<file path="config.mk">
export PLATFORM = sky130hd
export DESIGN_NAME = halo_exchange_link
export DESIGN_NICKNAME = d
export VERILOG_FILES = /design/src/rtl/ppu_pkg.sv /design/src/rtl/halo_exchange_link_fifo.sv /design/src/rtl/halo_exchange_link.sv
export SDC_FILE = /design/constraint.sdc
export NUM_CORES = 1
export LEC_CHECK = 0
export ABC_AREA = 1
export CAP_MARGIN = 20
export CELL_PAD_IN_SITES_DETAIL_PLACEMENT = 0
export CELL_PAD_IN_SITES_GLOBAL_PLACEMENT = 2
export CORE_MARGIN = 1
export CORE_UTILIZATION = 41
export CTS_CLUSTER_SIZE = 28
export DETAILED_ROUTE_END_ITERATION = 10
export HOLD_SLACK_MARGIN = 0.03
export PLACE_DENSITY = 0.84
export SYNTH_ARGS = -nofsm -noshare
export SYNTH_HDL_FRONTEND = slang
export SYNTH_HIERARCHICAL = 1
export SYNTH_SLANG_ARGS = --single-unit
</file>
<file path="constraint.sdc">
create_clock -name clk -period 3.8 [get_ports clk]
set_input_delay 0.95 -clock clk [delete_from_list [all_inputs] [get_ports clk]]
set_output_delay 0.95 -clock clk [all_outputs]
set_load 0.01 [all_outputs]
</file>
<file path="src/rtl/ppu_pkg.sv">
// ---------------------------------------------------------------------------
// ppu_pkg
// Types and constants shared by the PPU neighbour-exchange logic.
//   PPU_TILE_SIZE / PPU_DATA_WIDTH / PPU_CW : default tile geometry
//   NEIGHBOR_COUNT : number of halo links per PPU (one per direction)
//   halo_entry_t   : one buffered halo partial sum {value, row, column}
//   link_state_t   : exchange-link control states
// ---------------------------------------------------------------------------
package ppu_pkg;

    localparam int PPU_TILE_SIZE  = 256;
    localparam int PPU_DATA_WIDTH = 8;
    localparam int PPU_CW         = $clog2(PPU_TILE_SIZE);
    localparam int NEIGHBOR_COUNT = 8;

    typedef struct packed {
        logic [PPU_DATA_WIDTH-1:0] value;
        logic [PPU_CW-1:0]         row;
        logic [PPU_CW-1:0]         column;
    } halo_entry_t;

    typedef enum logic [1:0] {
        IDLE  = 2'd0,
        XFER  = 2'd1,
        DRAIN = 2'd2,
        DONE  = 2'd3
    } link_state_t;

    // Flattened width of one FIFO entry for a given geometry.
    function automatic int halo_entry_width(input int data_width, input int tile_size);
        return data_width + 2 * $clog2(tile_size);
    endfunction

endpackage

</file>
<file path="src/rtl/halo_exchange_link_fifo.sv">
// ---------------------------------------------------------------------------
// halo_fifo
// Synchronous FIFO with occupancy count and registered read data.
//   clk       : clock, rising edge
//   reset_n   : asynchronous active-low reset (pointers, count, read data)
//   push_i    : write wdata_i at the write pointer (caller guarantees not full)
//   wdata_i   : entry to store
//   pop_i     : read entry at the read pointer (caller guarantees not empty)
//   rdata_o   : entry popped on the previous cycle; holds between pops
//   count_o   : current occupancy, 0..DEPTH
// ---------------------------------------------------------------------------
module halo_fifo #(
    parameter int WIDTH = 24,
    parameter int DEPTH = 8
) (
    input  logic                       clk,
    input  logic                       reset_n,
    input  logic                       push_i,
    input  logic [WIDTH-1:0]           wdata_i,
    input  logic                       pop_i,
    output logic [WIDTH-1:0]           rdata_o,
    output logic [$clog2(DEPTH):0]     count_o
);

    localparam int AW   = $clog2(DEPTH);
    localparam int CNTW = AW + 1;
    localparam logic [AW-1:0]   PTR_ONE = AW'(1);
    localparam logic [CNTW-1:0] CNT_ONE = CNTW'(1);

    // Storage has no reset so it maps onto distributed/block RAM.
    logic [WIDTH-1:0] mem [DEPTH];

    logic [AW-1:0]    wr_ptr_q, wr_ptr_d;
    logic [AW-1:0]    rd_ptr_q, rd_ptr_d;
    logic [CNTW-1:0]  count_q,  count_d;
    logic [WIDTH-1:0] rdata_q;

    always_ff @(posedge clk) begin
        if (push_i) begin
            mem[wr_ptr_q] <= wdata_i;
        end
    end

    // DEPTH is a power of two, so pointers wrap by natural overflow.
    always_comb begin
        wr_ptr_d = wr_ptr_q;
        rd_ptr_d = rd_ptr_q;
        count_d  = count_q;
        if (push_i) begin
            wr_ptr_d = wr_ptr_q + PTR_ONE;
        end
        if (pop_i) begin
            rd_ptr_d = rd_ptr_q + PTR_ONE;
        end
        case ({push_i, pop_i})
            2'b10:   count_d = count_q + CNT_ONE;
            2'b01:   count_d = count_q - CNT_ONE;
            default: count_d = count_q;
        endcase
    end

    always_ff @(posedge clk or negedge reset_n) begin
        if (!reset_n) begin
            wr_ptr_q <= '0;
            rd_ptr_q <= '0;
            count_q  <= '0;
            rdata_q  <= '0;
        end else begin
            wr_ptr_q <= wr_ptr_d;
            rd_ptr_q <= rd_ptr_d;
            count_q  <= count_d;
            if (pop_i) begin
                rdata_q <= mem[rd_ptr_q];
            end
        end
    end

    assign rdata_o = rdata_q;
    assign count_o = count_q;

endmodule

</file>
<file path="src/rtl/halo_exchange_link.sv">
// ---------------------------------------------------------------------------
// halo_exchange_link
// One-direction halo channel between two adjacent PPU tiles. Buffers halo
// partial sums from the sender, delivers them to the receiver whenever it
// raises clear_to_send, and signals end-of-exchange once fully drained.
//   clk, reset_n          : clock / asynchronous active-low reset
//   tx_value/row/column   : sender halo entry
//   tx_write_enable       : sender push request
//   tx_exchange_done      : sender has finished producing halo entries
//   tx_cts                : push permitted (not full, still accepting)
//   rx_clear_to_send      : receiver ready to take an entry
//   rx_value/row/column   : delivered entry (registered, holds between pops)
//   rx_write_enable       : one-cycle strobe per delivered entry
//   rx_exchange_done      : level, high once drained until cycle_done
//   cycle_done            : global rearm, only honoured when done
//   protocol_error        : sticky, push attempted while tx_cts was low
// ---------------------------------------------------------------------------
module halo_exchange_link
    import ppu_pkg::*;
#(
    parameter  int TILE_SIZE  = 256,
    parameter  int DATA_WIDTH = 8,
    parameter  int FIFO_DEPTH = 8,
    localparam int CW         = $clog2(TILE_SIZE)
) (
    input  logic                  clk,
    input  logic                  reset_n,
    input  logic [DATA_WIDTH-1:0] tx_value,
    input  logic [CW-1:0]         tx_row,
    input  logic [CW-1:0]         tx_column,
    input  logic                  tx_write_enable,
    input  logic                  tx_exchange_done,
    output logic                  tx_cts,
    input  logic                  rx_clear_to_send,
    output logic [DATA_WIDTH-1:0] rx_value,
    output logic [CW-1:0]         rx_row,
    output logic [CW-1:0]         rx_column,
    output logic                  rx_write_enable,
    output logic                  rx_exchange_done,
    input  logic                  cycle_done,
    output logic                  protocol_error
);

    localparam int EW   = DATA_WIDTH + 2 * CW;
    localparam int CNTW = $clog2(FIFO_DEPTH) + 1;
    localparam logic [CNTW-1:0] FULL_COUNT = CNTW'(FIFO_DEPTH);

    link_state_t     state_q, state_d;
    logic            rx_we_q;
    logic            err_q, err_d;

    logic [CNTW-1:0] fifo_count;
    logic [EW-1:0]   fifo_rdata;
    logic [EW-1:0]   fifo_wdata;
    logic            push;
    logic            pop;
    logic            accepting;

    // Only registered state feeds tx_cts, so the sender never sees a
    // combinational loop through its own write_enable.
    assign accepting = (state_q == IDLE) || (state_q == XFER);
    assign tx_cts    = (fifo_count < FULL_COUNT) && accepting;

    assign push       = tx_write_enable && tx_cts;
    assign pop        = rx_clear_to_send && (fifo_count != '0);
    assign fifo_wdata = {tx_value, tx_row, tx_column};

    halo_fifo #(
        .WIDTH (EW),
        .DEPTH (FIFO_DEPTH)
    ) u_fifo (
        .clk     (clk),
        .reset_n (reset_n),
        .push_i  (push),
        .wdata_i (fifo_wdata),
        .pop_i   (pop),
        .rdata_o (fifo_rdata),
        .count_o (fifo_count)
    );

    // A push coincident with tx_exchange_done is still accepted because
    // tx_cts is evaluated from the pre-transition state.
    always_comb begin
        state_d = state_q;
        case (state_q)
            IDLE: begin
                if (tx_exchange_done) begin
                    state_d = DRAIN;
                end else if (push) begin
                    state_d = XFER;
                end
            end
            XFER: begin
                if (tx_exchange_done) begin
                    state_d = DRAIN;
                end
            end
            DRAIN: begin
                // Count is registered, so the last pop is already on the
                // rx lanes by the time this sees zero.
                if (fifo_count == '0) begin
                    state_d = DONE;
                end
            end
            DONE: begin
                if (cycle_done) begin
                    state_d = IDLE;
                end
            end
            default: state_d = IDLE;
        endcase
    end

    assign err_d = err_q | (tx_write_enable & ~tx_cts);

    always_ff @(posedge clk or negedge reset_n) begin
        if (!reset_n) begin
            state_q <= IDLE;
            rx_we_q <= 1'b0;
            err_q   <= 1'b0;
        end else begin
            state_q <= state_d;
            rx_we_q <= pop;
            err_q   <= err_d;
        end
    end

    assign rx_value         = fifo_rdata[EW-1 -: DATA_WIDTH];
    assign rx_row           = fifo_rdata[2*CW-1 -: CW];
    assign rx_column        = fifo_rdata[CW-1:0];
    assign rx_write_enable  = rx_we_q;
    assign rx_exchange_done = (state_q == DONE);
    assign protocol_error   = err_q;

endmodule

</file>
After elaboration in Yosys (flattened, before gate mapping). Memories as Yosys holds them, arrays and structs flattened. A register that Yosys moved wholly into a read port is not among the register bits. Cells that the tools add are included. W data, S select, Z words.

Register bits: 14. Memory bits (writable): 192. Output and inout port bits: 28. Memories kept: 1.

Memory list: u_fifo.mem (words 8, width 24, rd ports 1, clocked after memory_dff 1, wr ports 1, line halo_exchange_link_fifo.sv:31) `logic [WIDTH-1:0] mem [DEPTH];`.

Add/subtract/negate cells: 4. $lt $le $gt $ge: 1. Eq/ne operators: 9. Multiplexer cells: 9. Bitwise operators: 3. Reduce and logical (&&, ||, !) cells: 10.

Operator list (count): $mux W2 (5); $pmux W2 S4 (1); $pmux W4 S2 (1); $add A3 B1 Y3 const B (2); $eq A2 B2 Y1 const B (3); $add A4 B1 Y4 const B (1); $eq A2 B1 Y1 const B (2); $logic_not A4 Y1 (1); $lt A4 B4 Y1 const B (1); $ne A2 B2 Y1 const B (2); $reduce_and A4 Y1 (1); $reduce_bool A4 Y1 (1); $sub A4 B1 Y4 const B (1); $logic_and A1 B1 Y1 (3); $ne A3 B2 Y1 const B (1); $logic_not A2 Y1 (1); $mux W1 (2); $ne A2 B1 Y1 const B (1); $reduce_bool A2 Y1 (1); $and A1 B1 Y1 (1); $logic_not A1 Y1 (1); $logic_or A1 B1 Y1 (1); $not A1 Y1 (1); $or A1 B1 Y1 (1).

Longest topological paths before layout. Gate-level depths: netlist of the first run.

Depth after elaboration: 7. Mapped depth: 16.

Cells and area by module. The synthesis of the first run kept the hierarchy.

By module, submodules not included: halo_fifo (times used 1, cells an instance 742, area each 9113.7 µm², sequential area each 6616.3 µm²); halo_exchange_link (times used 1, cells an instance 40, area each 324.1 µm², sequential area each 100.1 µm²).

Worst setup path before layout of the first run. No wires, ideal clock.

Path type: in2reg. Start point: input tx_write_enable. End point: memory u_fifo.mem[0][0] (enable). Arrival: 2.524 ns. Slack: 0.871 ns. Cell stages on the path: 5. Path buffers: 0. Path through: nand2_4 > inv_1 > inv_1 > or2_2 > nor2_1.

Longest elaborated chain between the ends: 3.

RTL lines: start, declared (line halo_exchange_link.sv:31) `input logic tx_write_enable,`; $logic_and A1 B1 Y1 (line halo_exchange_link.sv:64) `assign push = tx_write_enable && tx_cts;`; net push (line halo_exchange_link.sv:55) `logic push;`; $mux W1 (line halo_exchange_link_fifo.sv:39) `if (push_i) begin`; $mux W1 (not written as such) (line halo_exchange_link_fifo.sv:40) `mem[wr_ptr_q] <= wdata_i;`; end, declared (line halo_exchange_link_fifo.sv:31).

The timed path passes the listed nets, and every way through them passes these cells.

Final worst setup path of the first run.
Start point: register state_q[0]. End point: output tx_cts.

Longest elaborated chain between the ends: 3. Elaborated cells between the ends (all ways): 4. Classes of those cells: eq/ne: 1; reduce/logical: 3.

RTL lines: start, declared (line halo_exchange_link.sv:48) `link_state_t state_q, state_d;`; start signal, assigned (line halo_exchange_link.sv:122) `state_q <= state_d;`; $eq A2 B1 Y1 / $logic_not A2 Y1 (equally long branches) (line halo_exchange_link.sv:61) `assign accepting = (state_q == IDLE) || (state_q == XFER);`; $logic_or A1 B1 Y1 (*) (line halo_exchange_link.sv:61); $logic_and A1 B1 Y1 (*) (line halo_exchange_link.sv:62) `assign tx_cts = (fifo_count < FULL_COUNT) && accepting;`; end, declared (line halo_exchange_link.sv:33) `output logic tx_cts,`.

Mark *: on every way between the ends. The rest lies on a longest branch, timed or not.

==> flow_metrics.tcl, run 1 <==
set metrics [dict create \
    initial_core_util 0.417 \
    p_leak_nw 4.30 \
    cp_max_fo 4 \
    clock_path_buffers 3 \
    area_delta_synth_final_pct 17.4 \
    synth_edf_count 192 \
    wl_per_cell_um 16.3 \
    period_minus_slack_ns 2.92 \
    crit_start "state_q[0]" \
    synth_fp_nets 821 \
    first_pass_iters 4 \
    setup_violations 0 \
    post_cts_buffers 0 \
    drive_gt1_frac 0.0873 \
    synth.avg_cell_area_um2 12.1 \
    rsz0062_at_grt "false" \
    netlist_area_um2 9440 \
    reg2reg_depth 15 \
    fin_nets 880 \
    hold_viol 0 \
    layout_commonest_cell "edfxtp_1" \
    power.density_nw_per_um2 720 \
    clock_sinks 230 \
    cpPeakStageDelay_ns 0.56 \
    port_buffers 57 \
    cts_buffers 25 \
    grt_pass1_wl_mm 29.6 \
    start_kind "register" \
    die_y_um 154 \
    required_ns 2.85 \
    drc 0 \
    antenna_cells 0 \
    drv_cap 0 \
    hold_path.class "reg -> reg" \
    fillers 1952 \
    place.gp.congestion 0.766 \
    clock_latency_ns 0.50 \
    top_level_ports 58 \
    final_cell_mix "192 x edfxtp_1, 151 x nand2_1, 115 x inv_1" \
    synthArstFlopShare 0.165 \
    ys.flop_type "edfxtp_1" \
    grt_start_max_net_pins 106 \
    yosys.area.top_type "edfxtp_1" \
    timing_worst_setup_path_type "reg -> out" \
    timing.rr.end "u_fifo/count_o[2]" \
    vias_per_cell 4.92 \
    cts.repair.resized 0 \
    crit_slowest_cell "clkdlybuf4s50_1" \
    ctsHoldBuffers 0 \
    endpoint "tx_cts" \
    grt_overflow 0 \
    crit_arrival_ns 1.97 \
    htreeDepth 1 \
    finalClockSkew_ns 0.00763 \
    slew_headroom 0.323 \
    worst_hold_slack_ns 0.478 \
    grt_util_all_layers 0.162 \
    num_vias 5624 \
    tns_ns 0 \
    synth_top_area_share 0.611 \
    path_cells "inv_1 > ha_1 > nor2_1 > nor2_4 > clkdlybuf4s50_1" \
    synthCells 782 \
    routed_wl_mm 18.6 \
    yosys-top-cells-area "edfxtp_1 61%, dfrtp_1 10%, nand2_1 6.0%" \
    rr_startpoint "state_q[0]" \
    path_clk_slew_ns 0.06 \
    cts_tree "built" \
    cp-end-kind "output port" \
    std_cell_rows 55 \
    ir_drop_mv 0.349 \
    fp.coreArea_um2 22600 \
    die_w_um 154 \
    clockRootBuffer "clkbuf_16" \
    antenna_found_initial 0 \
    r2r_slack_ns 1.42 \
    dp_hpwl_mm 10.5 \
    worst_slew_pin_slew_ns 1.01 \
    die_area_um2 23600 \
    finalMaxSlewViolations 0 \
    synth_seq_cells 230 \
    netlist-cell-type-count 26 \
    first_iter_violations 286 \
    seq_area_frac_synth 0.712 \
    grt_pass1_vias 5458 \
    yosysWarningCount 6 \
    ant_nets 0 \
    status "finished clean" \
    period_share 0.768 \
    maxClockFrequency_mhz 342 \
]
==> worst min-delay path by stage <==
stage | slack (ns) | depth (start not counted) | to | startpoint
final | 0.48 | 2 | u_fifo/rdata_o[19] | u_fifo/rdata_o[19]
after global placement | 0.46 | 2 | u_fifo/rdata_o[12] | u_fifo/rdata_o[12]
after floorplan | 0.49 | 2 | state_q[1] | state_q[1]
after CTS | 0.48 | 2 | u_fifo/rdata_o[18] | u_fifo/rdata_o[18]
after global routing | 0.50 | 2 | u_fifo/rdata_o[1] | u_fifo/rdata_o[1]
after detailed placement | 0.47 | 1 | protocol_error | protocol_error
==> worst max-delay path: cells and delay by family, from the launching register on <==
family / cells / cell delay [ns]
flip-flops: 1 / 0.42
buffers and inverters: 2 / 0.66
adder cells (fa/ha/maj): 1 / 0.19
AND/OR/NAND/NOR: 2 / 0.21
==> kinds of logic after synthesis <==
logic type / after synthesis / synth area share
buffers and inverters: 157 / 0.0683
xor gates and xnor gates: 5 / 0.00464
AOI/OAI and AO/OA: 129 / 0.0894
DFF: 230 / 0.712
and+or+nand+nor: 252 / 0.114
adders and majority gates: 9 / 0.0119
==> Yosys cell counts (4+ instances only) <==
master and number:
nand3_1 77, dfrtp_1 38, buf_4 5, clkbuf_1 4, ha_1 9, o211ai_1 72
nor2_1 14, a21oi_1 25, edfxtp_1 192, nand2_1 151, buf_2 29, o21ai_0 28
inv_1 115
==> flip-flops by register name, summed over array words and instances (netlist names) <==
signal           cells
protocol_error       1
u_fifo/count_o       4
state_q              2
u_fifo/rd_ptr_q      3
u_fifo/rdata_o      24
rx_write_enable      1
u_fifo/wr_ptr_q      3
u_fifo/mem         192
==> metal layers <==
layer,global-route usage,part of all wire
met2,0.275,0.49
met5,0,0
met1,0.216,0.46
met4,0.0386,0.011
met3,0.0276,0.045
==> where the power goes <==
group          total [mW]  switching, mW  internal [mW]  leakage (nW)
combinational        2.43           1.48          0.948          1.75
clock                2.19          0.909           1.28         0.367
sequential           3.36          0.257           3.10          2.18
==> per-stage QoR <==
stage | setup WS, ns | cell area, um^2 | total power [mW] | cells | util
final | 0.880 | 11100 | 7.97 | 1144 | 0.489
after global routing | 0.766 | 11100 | 8.51 | 1144 | 0.489
after CTS | 0.841 | 11100 | 8.08 | 1143 | 0.489
after detailed placement | 0.743 | 10300 | 5.87 | 1098 | 0.455
after global placement | 0.815 | 10300 | 5.85 | 1098 | 0.455
after floorplan | 0.871 | 9440 | 5.06 | 782 | -
==> area by class of cell <==
cell class                 instances  area [um^2]  share of cell area
multi-input combinational        395         2110               0.190
tap                              285          357              0.0322
clock buffer                      33          696              0.0628
sequential                       230         6720               0.607
clock inverter                    12         57.6             0.00519
timing repair buffer              73          706              0.0637
inverter                         116          435              0.0393
No activity file was read; power rests on OpenSTA's default activity.
==> run 2, diff against run 1 <==
--- a/config.mk
+++ b/config.mk
@@ -10,11 +10,11 @@
 export CELL_PAD_IN_SITES_DETAIL_PLACEMENT = 0
 export CELL_PAD_IN_SITES_GLOBAL_PLACEMENT = 2
 export CORE_MARGIN = 1
-export CORE_UTILIZATION = 41
+export CORE_UTILIZATION = 37
 export CTS_CLUSTER_SIZE = 28
 export DETAILED_ROUTE_END_ITERATION = 10
 export HOLD_SLACK_MARGIN = 0.03
-export PLACE_DENSITY = 0.84
+export PLACE_DENSITY = 0.8
 export SYNTH_ARGS = -nofsm -noshare
 export SYNTH_HDL_FRONTEND = slang
 export SYNTH_HIERARCHICAL = 1
==> constraint.sdc (replaced) <==
create_clock -name clk -period 2.4 [get_ports clk]
set_input_delay 0.6 -clock clk [delete_from_list [all_inputs] [get_ports clk]]
set_output_delay 0.6 -clock clk [all_outputs]
set_load 0.01 [all_outputs]
==> run 2 against run 1 <==
Effect of this change:
- register-to-register slack worse by 1.2 ns
- clock skew is 0.0014 ns higher
- worst hold slack worse by 0.40 ns
==> flow_metrics.tcl, run 2 (synthesized netlist as in run 1, its figures left out) <==
set metrics [dict create \
    worst_hold_slack_ns 0.0821 \
    hold_path.class "in -> async" \
    regMostFlops "u_fifo/mem" \
    vias_per_cell 4.70 \
    cp_top_family "flip-flops" \
    p_sw_mw 4.31 \
    timing.rr.end "u_fifo/count_o[2]" \
    die_y_um 162 \
    path_buf_inv 2 \
    finalMaxSlewViolations 0 \
    std_cell_rows 58 \
    grt_use_met2 0.255 \
    drive_gt1_frac 0.112 \
    power_frac_seq 0.404 \
    dp_hpwl_mm 11.1 \
    use_met3 0.0253 \
    clockRootBuffer "clkbuf_16" \
    die_w_um 162 \
    port_buffers 57 \
    swShare 0.327 \
    timing_worst_setup_path_type "reg -> out" \
    clock_sinks 230 \
    cts_buffers 26 \
    reg2reg_depth 15 \
    internal-power_mw 8.86 \
    crit_slowest_cell "dfrtp_1" \
    fp.coreArea_um2 25100 \
    first_pass_iters 5 \
    top_level_ports 58 \
    status "finished clean" \
    first_iter_violations 368 \
    layout_commonest_cell "edfxtp_1" \
    finalClockSkew_ns 0.00907 \
    p_leak_nw 4.47 \
    rsz0062_at_grt "true" \
    crit_arrival_ns 1.68 \
    cp-end-kind "output port" \
    ant_nets 0 \
    start_kind "register" \
    htreeDepth 1 \
    p_clk_frac 0.281 \
    top_usage_layer "met2" \
    ctsHoldBuffers 0 \
    place.gp.congestion 0.722 \
    cpPeakStageDelay_ns 0.41 \
    num_vias 5677 \
    drv_cap 0 \
    maxClockFrequency_mhz 439 \
    wl_per_cell_um 15.8 \
    cts_tree "built" \
    period_share 0.950 \
    rr_startpoint "state_q[1]" \
    largest_reg_flops 192 \
    cp_max_fo 4 \
    final_cell_mix "192 x edfxtp_1, 151 x nand2_1, 115 x inv_1" \
    grt_start_max_net_pins 74 \
    period_minus_slack_ns 2.28 \
    antenna_cells 0 \
    grt_pass1_vias 5782 \
    clock_path_buffers 3 \
    required_ns 1.80 \
    worst_slew_pin_slew_ns 0.610 \
    initial_core_util 0.376 \
    grt_pass1_wl_mm 31.0 \
    postLayoutCoreUtil 0.457 \
    path_clk_slew_ns 0.06 \
    grt_util_all_layers 0.152 \
    clock_latency_ns 0.51 \
    area_delta_synth_final_pct 21.7 \
    routed_wl_mm 19.1 \
    slew_headroom 0.593 \
    use_met1 0.203 \
    drc 0 \
    r2r_slack_ns 0.19 \
    ir_drop_mv 0.595 \
    grt_overflow 0 \
    combPwrFrac 0.316 \
    path_cells "inv_1 > ha_2 > nor2_2 > nor2_4 > dlygate4sd2_1" \
    antenna_found_initial 0 \
    die_area_um2 26200 \
    setup_violations 0 \
    hold_viol 0 \
    power.density_nw_per_um2 1150 \
    fin_nets 897 \
]
## run 2: cell type report
| cell class | instances | area (um^2) |
|---|---|---|
| tap | 330 | 413 |
| clock inverter | 13 | 85.1 |
| inverter | 116 | 435 |
| fill | 2312 | 13600 |
| sequential | 230 | 6720 |
| clock buffer | 35 | 726 |
| multi-input combinational | 395 | 2120 |
| timing repair buffer | 89 | 982 |
## run 2: per-stage QoR
stage | setup slack [ns] | TNS (ns) | instances | power (mW) | instance area (um^2)
after floorplan | -0.178 | -23.65 | 782 | 8.02 | 9450
final | 0.120 | 0 | 1208 | 13.2 | 11500
after global placement | -0.0743 | -0.0743 | 1158 | 9.55 | 10600
after detailed placement | -0.136 | -0.136 | 1158 | 9.59 | 10600
after CTS | 0.0261 | 0 | 1206 | 13.3 | 11500
after global routing | -0.0166 | -0.0166 | 1208 | 14.1 | 11500
## run 2: layer usage
layer / wire length (um) / vias up
met5: 0 / -
met4: 280 / 0
met3: 774 / 21
met2: 9230 / 90
met1: 8820 / 2708
li1: - / 2858
## run 2: how the worst max path moves through the flow
| stage | startpoint | end | slack [ns] | cells past startpoint |
|---|---|---|---|---|
| floorplan | state_q[0] | u_fifo/mem[5][0] | -0.18 | 8 |
| global placement | tx_write_enable | u_fifo/count_o[2] | -0.07 | 12 |
| detailed placement | tx_write_enable | u_fifo/count_o[2] | -0.14 | 12 |
| CTS | state_q[0] | tx_cts | 0.03 | 5 |
| global route | state_q[0] | u_fifo/count_o[2] | -0.02 | 15 |
| finish | state_q[1] | tx_cts | 0.12 | 5 |
## run 2: power groups by stage
stage               registers, mW  logic (mW)  clock network, mW
finish                       5.32        4.16               3.70
global route                 5.40        4.69               3.96
CTS                          5.33        4.20               3.81
detailed placement           5.41        4.18                  0
global placement             5.40        4.16                  0
floorplan                    5.31        2.70                  0
## run 2: worst reg2reg max path, cell delays in order (launching register included)
cell and delay [ns]:
dfrtp_1 0.41, inv_1 0.10, ha_2 0.21, nor2_2 0.06, nor2_4 0.11, nand2_4 0.05
inv_1 0.06, inv_1 0.07, ha_2 0.20, nand2_1 0.06, inv_1 0.05, nor2_2 0.12
ha_1 0.15, a21oi_1 0.05, or2_2 0.29, a31oi_1 0.13
## run 2: repair_timing
item	in CTS	in global routing
endpoints found under the setup margin	1	2
buffers inserted	0	2
pin swaps	0	2
gates resized for setup	2	4
